**src/rtl/mem_arbiter_pkg.sv**
```systemverilog
// mem_arbiter_pkg: shared mode-FSM encodings and requester IDs
package mem_arbiter_pkg;
    localparam logic [1:0] ST_RUN   = 2'd0;
    localparam logic [1:0] ST_DRAIN = 2'd1;
    localparam logic [1:0] ST_PROG  = 2'd2;
    localparam logic       ID_CU    = 1'b0;
    localparam logic       ID_PG    = 1'b1;
endpackage

```
**src/rtl/mem_arbiter_rr_arbiter2.sv**
```systemverilog
// rr_arbiter2: two-way round-robin arbiter, pointer remembers the last granted requester
module rr_arbiter2
    import mem_arbiter_pkg::*;
(
    input  logic       clk_i,
    input  logic       reset_i,
    input  logic [1:0] req_i,
    output logic [1:0] gnt_o
);
    logic last_q, last_d;
    // Lone requester wins; on a tie the one not granted last wins
    always_comb begin
        gnt_o[0] = req_i[0] & (!req_i[1] | (last_q == ID_PG));
        gnt_o[1] = req_i[1] & (!req_i[0] | (last_q == ID_CU));
        last_d   = gnt_o[1] ? ID_PG : gnt_o[0] ? ID_CU : last_q;
    end
    // Pointer moves only when a grant (and hence a transfer) happens
    always_ff @(posedge clk_i) begin
        if (!reset_i) last_q <= ID_PG;
        else          last_q <= last_d;
    end
endmodule

```
**src/rtl/mem_arbiter.sv**
```systemverilog
// mem_arbiter: shares one memory port between control unit and programmer, with a drained programming mode
module mem_arbiter
    import mem_arbiter_pkg::*;
#(
    parameter int REGISTER_WIDTH       = 4,
    parameter int MEMORY_ADDRESS_WIDTH = 4
) (
    input  logic                            clk_i,
    input  logic                            reset_i,
    input  logic                            prog_mode_i,
    input  logic                            cu_req_i,
    input  logic                            cu_we_i,
    input  logic [MEMORY_ADDRESS_WIDTH-1:0] cu_addr_i,
    input  logic [REGISTER_WIDTH-1:0]       cu_wdata_i,
    output logic                            cu_gnt_o,
    output logic                            cu_rvalid_o,
    output logic [REGISTER_WIDTH-1:0]       cu_rdata_o,
    input  logic                            pg_req_i,
    input  logic                            pg_we_i,
    input  logic [MEMORY_ADDRESS_WIDTH-1:0] pg_addr_i,
    input  logic [REGISTER_WIDTH-1:0]       pg_wdata_i,
    output logic                            pg_gnt_o,
    output logic                            pg_rvalid_o,
    output logic [REGISTER_WIDTH-1:0]       pg_rdata_o,
    output logic                            mem_read_en_o,
    output logic                            mem_write_en_o,
    output logic [MEMORY_ADDRESS_WIDTH-1:0] mem_addr_o,
    output logic [REGISTER_WIDTH-1:0]       mem_wdata_o,
    input  logic [REGISTER_WIDTH-1:0]       mem_rdata_i,
    output logic                            prog_busy_o,
    output logic [MEMORY_ADDRESS_WIDTH:0]   pg_wr_count_o
);
    localparam logic [MEMORY_ADDRESS_WIDTH:0] CNT_MAX = {1'b1, {MEMORY_ADDRESS_WIDTH{1'b0}}};
    logic [1:0]                      state_q, state_d;
    logic                            cu_rd_q, cu_rd_d, pg_rd_q, pg_rd_d;
    logic [MEMORY_ADDRESS_WIDTH:0]   cnt_q, cnt_d;
    logic [1:0]                      gnt;
    logic                            win, win_we;
    rr_arbiter2 u_rr (
        .clk_i  (clk_i),
        .reset_i(reset_i),
        .req_i  ({pg_req_i & (state_q != ST_DRAIN), cu_req_i & (state_q == ST_RUN)}),
        .gnt_o  (gnt)
    );
    // Route the winner onto the memory port, track reads and advance the mode FSM
    always_comb begin
        win            = |gnt;
        win_we         = gnt[1] ? pg_we_i : cu_we_i;
        mem_write_en_o = win & win_we;
        mem_read_en_o  = win & !win_we;
        mem_addr_o     = gnt[1] ? pg_addr_i : gnt[0] ? cu_addr_i : '0;
        mem_wdata_o    = gnt[1] ? pg_wdata_i : gnt[0] ? cu_wdata_i : '0;
        cu_rd_d        = gnt[0] & !cu_we_i;
        pg_rd_d        = gnt[1] & !pg_we_i;
        state_d        = (state_q == ST_RUN)   ? (prog_mode_i ? ST_DRAIN : ST_RUN)
                       : (state_q == ST_DRAIN) ? (!prog_mode_i ? ST_RUN : (cu_rd_q | pg_rd_q) ? ST_DRAIN : ST_PROG)
                       : (state_q == ST_PROG && prog_mode_i) ? ST_PROG : ST_RUN;
        cnt_d          = (state_q == ST_DRAIN && state_d == ST_PROG) ? '0
                       : (state_q == ST_PROG && gnt[1] && pg_we_i && cnt_q != CNT_MAX) ? cnt_q + 1'b1
                       : cnt_q;
    end
    // State, outstanding-read flags and the session write counter
    always_ff @(posedge clk_i) begin
        if (!reset_i) begin
            state_q <= ST_RUN;
            cu_rd_q <= 1'b0;
            pg_rd_q <= 1'b0;
            cnt_q   <= '0;
        end else begin
            state_q <= state_d;
            cu_rd_q <= cu_rd_d;
            pg_rd_q <= pg_rd_d;
            cnt_q   <= cnt_d;
        end
    end
    assign cu_gnt_o      = gnt[0];
    assign pg_gnt_o      = gnt[1];
    assign cu_rvalid_o   = cu_rd_q;
    assign pg_rvalid_o   = pg_rd_q;
    assign cu_rdata_o    = cu_rd_q ? mem_rdata_i : '0;
    assign pg_rdata_o    = pg_rd_q ? mem_rdata_i : '0;
    assign prog_busy_o   = (state_q == ST_DRAIN) | (state_q == ST_PROG);
    assign pg_wr_count_o = cnt_q;
endmodule

```
**config.mk**
```make
export PLATFORM = sky130hd
export DESIGN_NAME = mem_arbiter
export DESIGN_NICKNAME = d
export VERILOG_FILES = /design/src/rtl/mem_arbiter_pkg.sv /design/src/rtl/mem_arbiter_rr_arbiter2.sv /design/src/rtl/mem_arbiter.sv
export SDC_FILE = /design/constraint.sdc
export NUM_CORES = 1
export LEC_CHECK = 0
export ABC_AREA = 1
export CAP_MARGIN = 20
export CORE_ASPECT_RATIO = 0.9
export CORE_MARGIN = 8
export CORE_UTILIZATION = 35
export CTS_BUF_LIST = sky130_fd_sc_hd__clkbuf_16
export CTS_CLUSTER_DIAMETER = 120
export DETAILED_ROUTE_END_ITERATION = 8
export PLACE_DENSITY = 0.79
export SLEW_MARGIN = 30
export SYNTH_ARGS = -nofsm -noshare
export SYNTH_HDL_FRONTEND = slang
export SYNTH_SLANG_ARGS = --single-unit
```
**constraint.sdc**
```tcl
create_clock -name clk_i -period 1.7 [get_ports clk_i]
set_input_delay 0.34 -clock clk_i [delete_from_list [all_inputs] [get_ports clk_i]]
set_output_delay 0.34 -clock clk_i [all_outputs]
set_load 0.03 [all_outputs]
```
==> flow_summary.json <==
{
  "ys_seq_elements": 10,
  "max-cap-violations": 0,
  "wl_per_cell_um": 12.8,
  "vias": 1042,
  "instances_no_fill": 228,
  "cts.path.max_buffers": 2,
  "ios": 55,
  "whs_ps": 483,
  "drtIter0Drc": 17,
  "p_int_mw": 0.744,
  "cp-end-kind": "output pin",
  "setup_viol": 11,
  "cts_buffers": 3,
  "ys_warn_count": 0,
  "dieArea_um2": 4110,
  "fin_ws_ps": -153,
  "fin_util": 0.739,
  "peakVddDrop_uv": 1240,
  "register_area_um2": 205,
  "period_share": 1.09,
  "fin_skew_ps": 1.22,
  "routed_wl_um": 2920,
  "power_frac_seq": 0.234,
  "crit_type": "reg -> out",
  "total_power_mw": 1.06,
  "hpwl_um": 2230,
  "p_per_area_nw_per_um2": 659,
  "root_buffer": "clkbuf_16",
  "yosysSeqAreaShare": 0.247,
  "finalHoldViolations": 0,
  "place.gp.congestion": 0.853,
  "synthTopCellsByArea": "dfxtp_1 (25%), nand2_1 (23%), inv_1 (11%), ha_1 (7.7%), buf_6 (4.2%)",
  "core-area_um2": 2180,
  "relSlewSlack": 0.770,
  "synth_edf_count": 0,
  "final_area_um2": 1610,
  "pre_cts_ws_ps": -226,
  "grt.overflow.total": 0,
  "netlist_area_um2": 811,
  "synth.top_cells.by_count": "nand2_1 (50), inv_1 (24), dfxtp_1 (10)",
  "crit_path_max_fanout": 5,
  "multi_input_area_um2": 543,
  "syn_area_per_cell_um2": 6.19,
  "min_period_ps": 1850,
  "antenna_left": 0,
  "worst_slew_pin_slew_ps": 344,
  "drc": 0,
  "fin_setup_tns_ps": -885,
  "p_comb_frac": 0.376,
  "grt_pass1_vias": 1018,
  "drive_above_1_share": 0.333,
  "synth.most_common_cell": "nand2_1",
  "synth_top_area_frac": 0.247,
  "dp.cells": 221,
  "clkLatencyLatePin_ps": 240,
  "worst_ep_arrival_time_ps": 1510,
  "placed_cell_area_um2": 1410,
  "grt_pass1_wl_um": 4440,
  "violations": "negative setup slack",
  "status": "finished with violations",
  "rows": 16,
  "cts_sinks": 10,
  "antenna_found_initial": 0,
  "dr.pass1.iters": 5,
  "die_width_um": 66.7,
  "fill_cells": 164,
  "critPathRequiredTime_ps": 1360,
  "synthCells": 131,
  "cts.htree.levels": 1,
  "nNetsFinal": 234,
  "dieHeight_um": 61.7,
  "io_buffer_count": 54,
  "antenna_cells": 0,
  "holdCritPathClass": "reg -> reg",
  "path_clk_slew_ps": 40,
  "total_leakage_power_nw": 0.831,
  "hold_buffers": 0,
  "grt_use_total": 0.138,
  "p_switching_mw": 0.318,
  "fmax_ghz": 0.540,
  "p_sw_frac": 0.299,
  "vias_per_cell": 4.57,
  "synthFlopType": "dfxtp_1",
  "syn-num-nets": 163,
  "synth.distinct_cells": 23,
  "p_clk_frac": 0.390,
  "syn_to_final_growth_pct": 98.8,
  "async_reset_ff_frac": 0,
  "initial_utilization": 0.372,
  "drv_slew": 0,
  "cts_tree": "done",
  "grt_max_degree": 11,
  "start_kind": "register",
  "rsz0062_at_grt": "yes",
  "synth_largest_area_cell": "dfxtp_1"
}
state kept, by name (all words and copies together), names as in the netlist:
signal	count
pg_wr_count_o	5
state_q	2
u_rr.last_q	1
pg_rvalid_o	1
cu_rvalid_o	1
final timing paths:
kind / endpoint / cells after the start / from / slack [ps]
min: u_rr.last_q / 2 / u_rr.last_q / 480
max reg2reg: pg_wr_count_o[2] / 10 / pg_wr_count_o[0] / 140
max: mem_read_en_o / 8 / state_q[0] / -150
min reg2reg: u_rr.last_q / 2 / u_rr.last_q / 480
cell type report:
| cell class | instances | share of cell area |
|---|---|---|
| clock inverters | 1 | 0.00233 |
| flip-flops and latches | 10 | 0.127 |
| repair buffers | 69 | 0.403 |
| multi-input cells | 93 | 0.337 |
| clock buffers | 3 | 0.0466 |
| inverters | 25 | 0.0629 |
| well taps | 27 | 0.0210 |
placed cells by master (no fill, tap or decap):
cell type        instances
nand3_1                  3
ha_1                     3
clkinv_1                 1
dfxtp_2                  1
buf_4                   22
o21ai_0                  2
nand2_4                  1
ha_4                     2
clkdlybuf4s50_1         27
inv_1                   21
clkbuf_16                3
a21oi_2                  1
o21a_2                   1
nand2_1                 41
inv_2                    1
nand3_2                  1
xnor2_1                  1
nand2_2                 11
buf_6                   14
o21ai_4                  1
nor4_1                   1
dlygate4sd2_1            5
nor2_2                   1
dfxtp_1                  8
inv_4                    3
nor2_4                   2
dfxtp_4                  1
nor3_1                   2
o21a_1                   1
a21oi_1                  3
dlymetal6s2s_1           1
nand4_1                  3
o21ai_1                  4
o21bai_2                 1
nor2_1                   7
kinds of logic after synthesis:
kind of cell / share of synthesized area
AND/OR/NAND/NOR: 0.403
buffers and inverters: 0.157
AO/OA/AOI/OAI: 0.105
flip-flops: 0.247
adder cells (fa/ha/maj): 0.0772
XOR/XNOR: 0.0108
power by group through the flow:
stage	registers, mW	logic [mW]	clock network, mW
after floorplan	0.255	0.182	0
after global placement	0.251	0.349	0
after detailed placement	0.252	0.353	0
after CTS	0.249	0.393	0.413
after global routing	0.249	0.428	0.434
final	0.248	0.399	0.414
routing by layer:
layer | wire (um) | up-vias | global-route usage
met1 | 1140 | 457 | 0.152
met4 | 12 | 0 | 0.0182
met5 | 0 | - | 0
li1 | - | 539 | -
met3 | 292 | 2 | 0.0527
met2 | 1470 | 44 | 0.249
what timing repair did:
action | CTS | global route
setup buffers | 2 | 1
gates resized for setup | 29 | 6
setup endpoints to repair | 15 | 13
pin swaps | 8 | 2
critical path, stage by stage, from the launching register on:
cell	delay [ps]
dfxtp_4	350
inv_4	60
ha_4	140
nand3_2	70
nand2_2	90
inv_1	60
buf_4	150
o21a_2	210
buf_6	130
(Power assumes the default switching activity.)
==> RTL change: new RTL, same flow settings <==
Reset style: asynchronous (`reset_i`), changed in 2 clocked blocks.
--- a/src/rtl/mem_arbiter_rr_arbiter2.sv
+++ b/src/rtl/mem_arbiter_rr_arbiter2.sv
@@ -17,3 +17,3 @@
     // Pointer moves only when a grant (and hence a transfer) happens
-    always_ff @(posedge clk_i) begin
+    always_ff @(posedge clk_i or negedge reset_i) begin
         if (!reset_i) last_q <= ID_PG;
--- a/src/rtl/mem_arbiter.sv
+++ b/src/rtl/mem_arbiter.sv
@@ -62,3 +62,3 @@
     // State, outstanding-read flags and the session write counter
-    always_ff @(posedge clk_i) begin
+    always_ff @(posedge clk_i or negedge reset_i) begin
         if (!reset_i) begin
Formal check against the unedited RTL: differs if reset_i is asserted again (counterexample within 4 cycles, from zero or initial values and one cycle with reset_i low); with reset_i held inactive, the same outputs for 10 cycles.
==> RTL change against the original RTL <==
- sequential power up 21%
- the flow still finishes with violations (negative setup slack)
- worst setup slack got worse by 0.14 ns
- area after synthesis rose by 1.2%
- register-to-register slack lost 0.14 ns
- sequential cell count stayed put
- routed wire length rose by 39%
- final area up 7.7%
- via count rose by 10%
- highest routed layer unchanged
- count of clock-buffer cells in the layout did not move
- first-iteration DRC count increased by 140%
- power rose by 32%
==> RTL change: results (changes against the original RTL) <==
* Asr flop ratio synth at 1.000 (+1.000)
* Share of post-route cells with drive strength above 1 at 0.3676 (+0.03431)
* Met1 WL at 1433 um (+26%)
* Failing checks: negative setup slack
* Final WS setup at -0.2915 ns (-0.1384 ns)
* Layout Skew at 0.002160 ns (+0.0009427 ns)
* Peak supply drop at 0.8245 mV (-33%)
* Vias in the first global route at 1097 (+7.8%)
* Warnings from Yosys at 0 (unchanged)
* Worst hold path class: in2async
* All-Layer GR Usage at 0.1677 (+0.03010)
* Cts bufs inserted at 3 (unchanged)
* First drt pass iteration count at 4 (-1)
* Cell count after placement at 212 (-4.1%)
* Commonest cells in the netlist: 50 x nand2_1, 23 x inv_1, 12 x nand3_1, 9 x dfrtp_1, 7 x nor2_1
* DR vias/cell at 4.978 (+8.9%)
* Unique masters post-synth at 20 (-13%)
* Met2 routed WL at 2126 um (+44%)
* NumNets Final at 237 (+1.3%)
* Critical Path AT at 1.65 ns (+0.14 ns)
* Clk slew on worst S/H paths at 0.04 ns (about the same)
* Seq/Total Area, Yosys at 0.3064 (+0.05949)
* Pre-CTS setup slack at -0.1934 ns (+0.03284 ns)
* Switch share at 0.3742 (+0.07484)
* First-pass GRT wire length at 5271 um (+19%)
* Slew @ Worst Pin at 0.4377 ns (+0.09415 ns)
* CTS H-Tree Depth at 1 (unchanged)
* Post-CTS Setup Inserts at 8 (+6)
* DP Area at 1390 um2 (-1.7%)
* Hpwl dp at 2514 um (+13%)
* Uppermost layer routed: met4
* Final-report setup violation count at 12 (+1)
* Synth top area cells: dfrtp_1 27%, nand2_1 23%, inv_1 11%
* Post-CTS Resized at 37 (+28%)
* Placer Congestion at 0.9951 (+17%)
* ANT cells at 0 (unchanged)
* Largest register FFs at 5 (unchanged)
* Initial antenna violation count at 0 (unchanged)
* Most used flip-flop cell after synthesis: dfrtp_1
* Outcome: finished, violations left
* CP Max Fanout at 5 (unchanged)
* Critical path's top delay family: flip-flops
* Root buf cell: clkbuf_16
* Critical Path Slowest Stage Cell: dfrtp_1
* Largest net degree at the start of global routing at 11 (unchanged)
* Mapped Cells at 126 (-3.8%)
* Clock tree buffer depth at 2 (unchanged)
* Setup TNS at -2.925 ns (-2.040 ns)
* Finished Layout Cells at 231 (+1.3%)
* Clock latency on the worst-skew pair at 0.24 ns (about the same)
* Crit-path max cell delay at 0.44 ns (+0.09 ns)
* Final wirelength at 4064 um (+39%)
* Port buffer count at 54 (unchanged)
* Initial DRC Count at 41 (+24)
* Met3 Wirelength at 366 um (+25%)
* Leak at 0.9679 nW (+16%)
* Post-synth net total at 158 (-3.1%)
RTL change: logic make-up after synthesis:
kind of cell,after synthesis,share of synthesized area
buffers and inverters,26,0.1265
XOR/XNOR,1,0.01067
AO/OA/AOI/OAI,2,0.01676
adder cells (fa/ha/maj),5,0.07622
AND/OR/NAND/NOR,82,0.4634
flip-flops,10,0.3064
RTL change: per-layer routing:
layer,vias to the layer above,global-route usage
met5,-,0
met4,0,0.04464
met3,16,0.04839
met2,65,0.3202
met1,531,0.1764
li1,538,-
RTL change: path summary, 6_finish.rpt:
path                             startpoint                to  slack, ns  cells after the start
min in group clk_i         pg_wr_count_o[4]  pg_wr_count_o[4]       0.63                      2
min reg2reg                pg_wr_count_o[4]  pg_wr_count_o[4]       0.63                      2
max                              state_q[0]    mem_write_en_o      -0.29                      8
max in group asynchronous           reset_i       u_rr.last_q       0.95                      1
max reg2reg                      state_q[0]  pg_wr_count_o[4]          0                      9
min                                 reset_i  pg_wr_count_o[4]       0.42                      1
RTL change: power groups by stage:
| stage | combinational (mW) | sequential, mW | clock (mW) |
|---|---|---|---|
| 6_report | 0.679 | 0.300 | 0.419 |
| 4_1_cts | 0.601 | 0.298 | 0.423 |
| 3_3_place_gp | 0.490 | 0.293 | 0 |
| 3_5_place_dp | 0.498 | 0.294 | 0 |
| 5_1_grt | 0.710 | 0.301 | 0.430 |
| 2_1_floorplan | 0.256 | 0.308 | 0 |
RTL change: cell type report:
class | count | area [um2]
multi-input cells | 90 | 571.8
well taps | 27 | 33.78
clock inverters | 1 | 3.754
flip-flops and latches | 10 | 251.5
repair buffers | 73 | 684.4
inverters | 25 | 101.3
repair inverters | 2 | 13.76
clock buffers | 3 | 75.07
fillers | 138 | 466.7
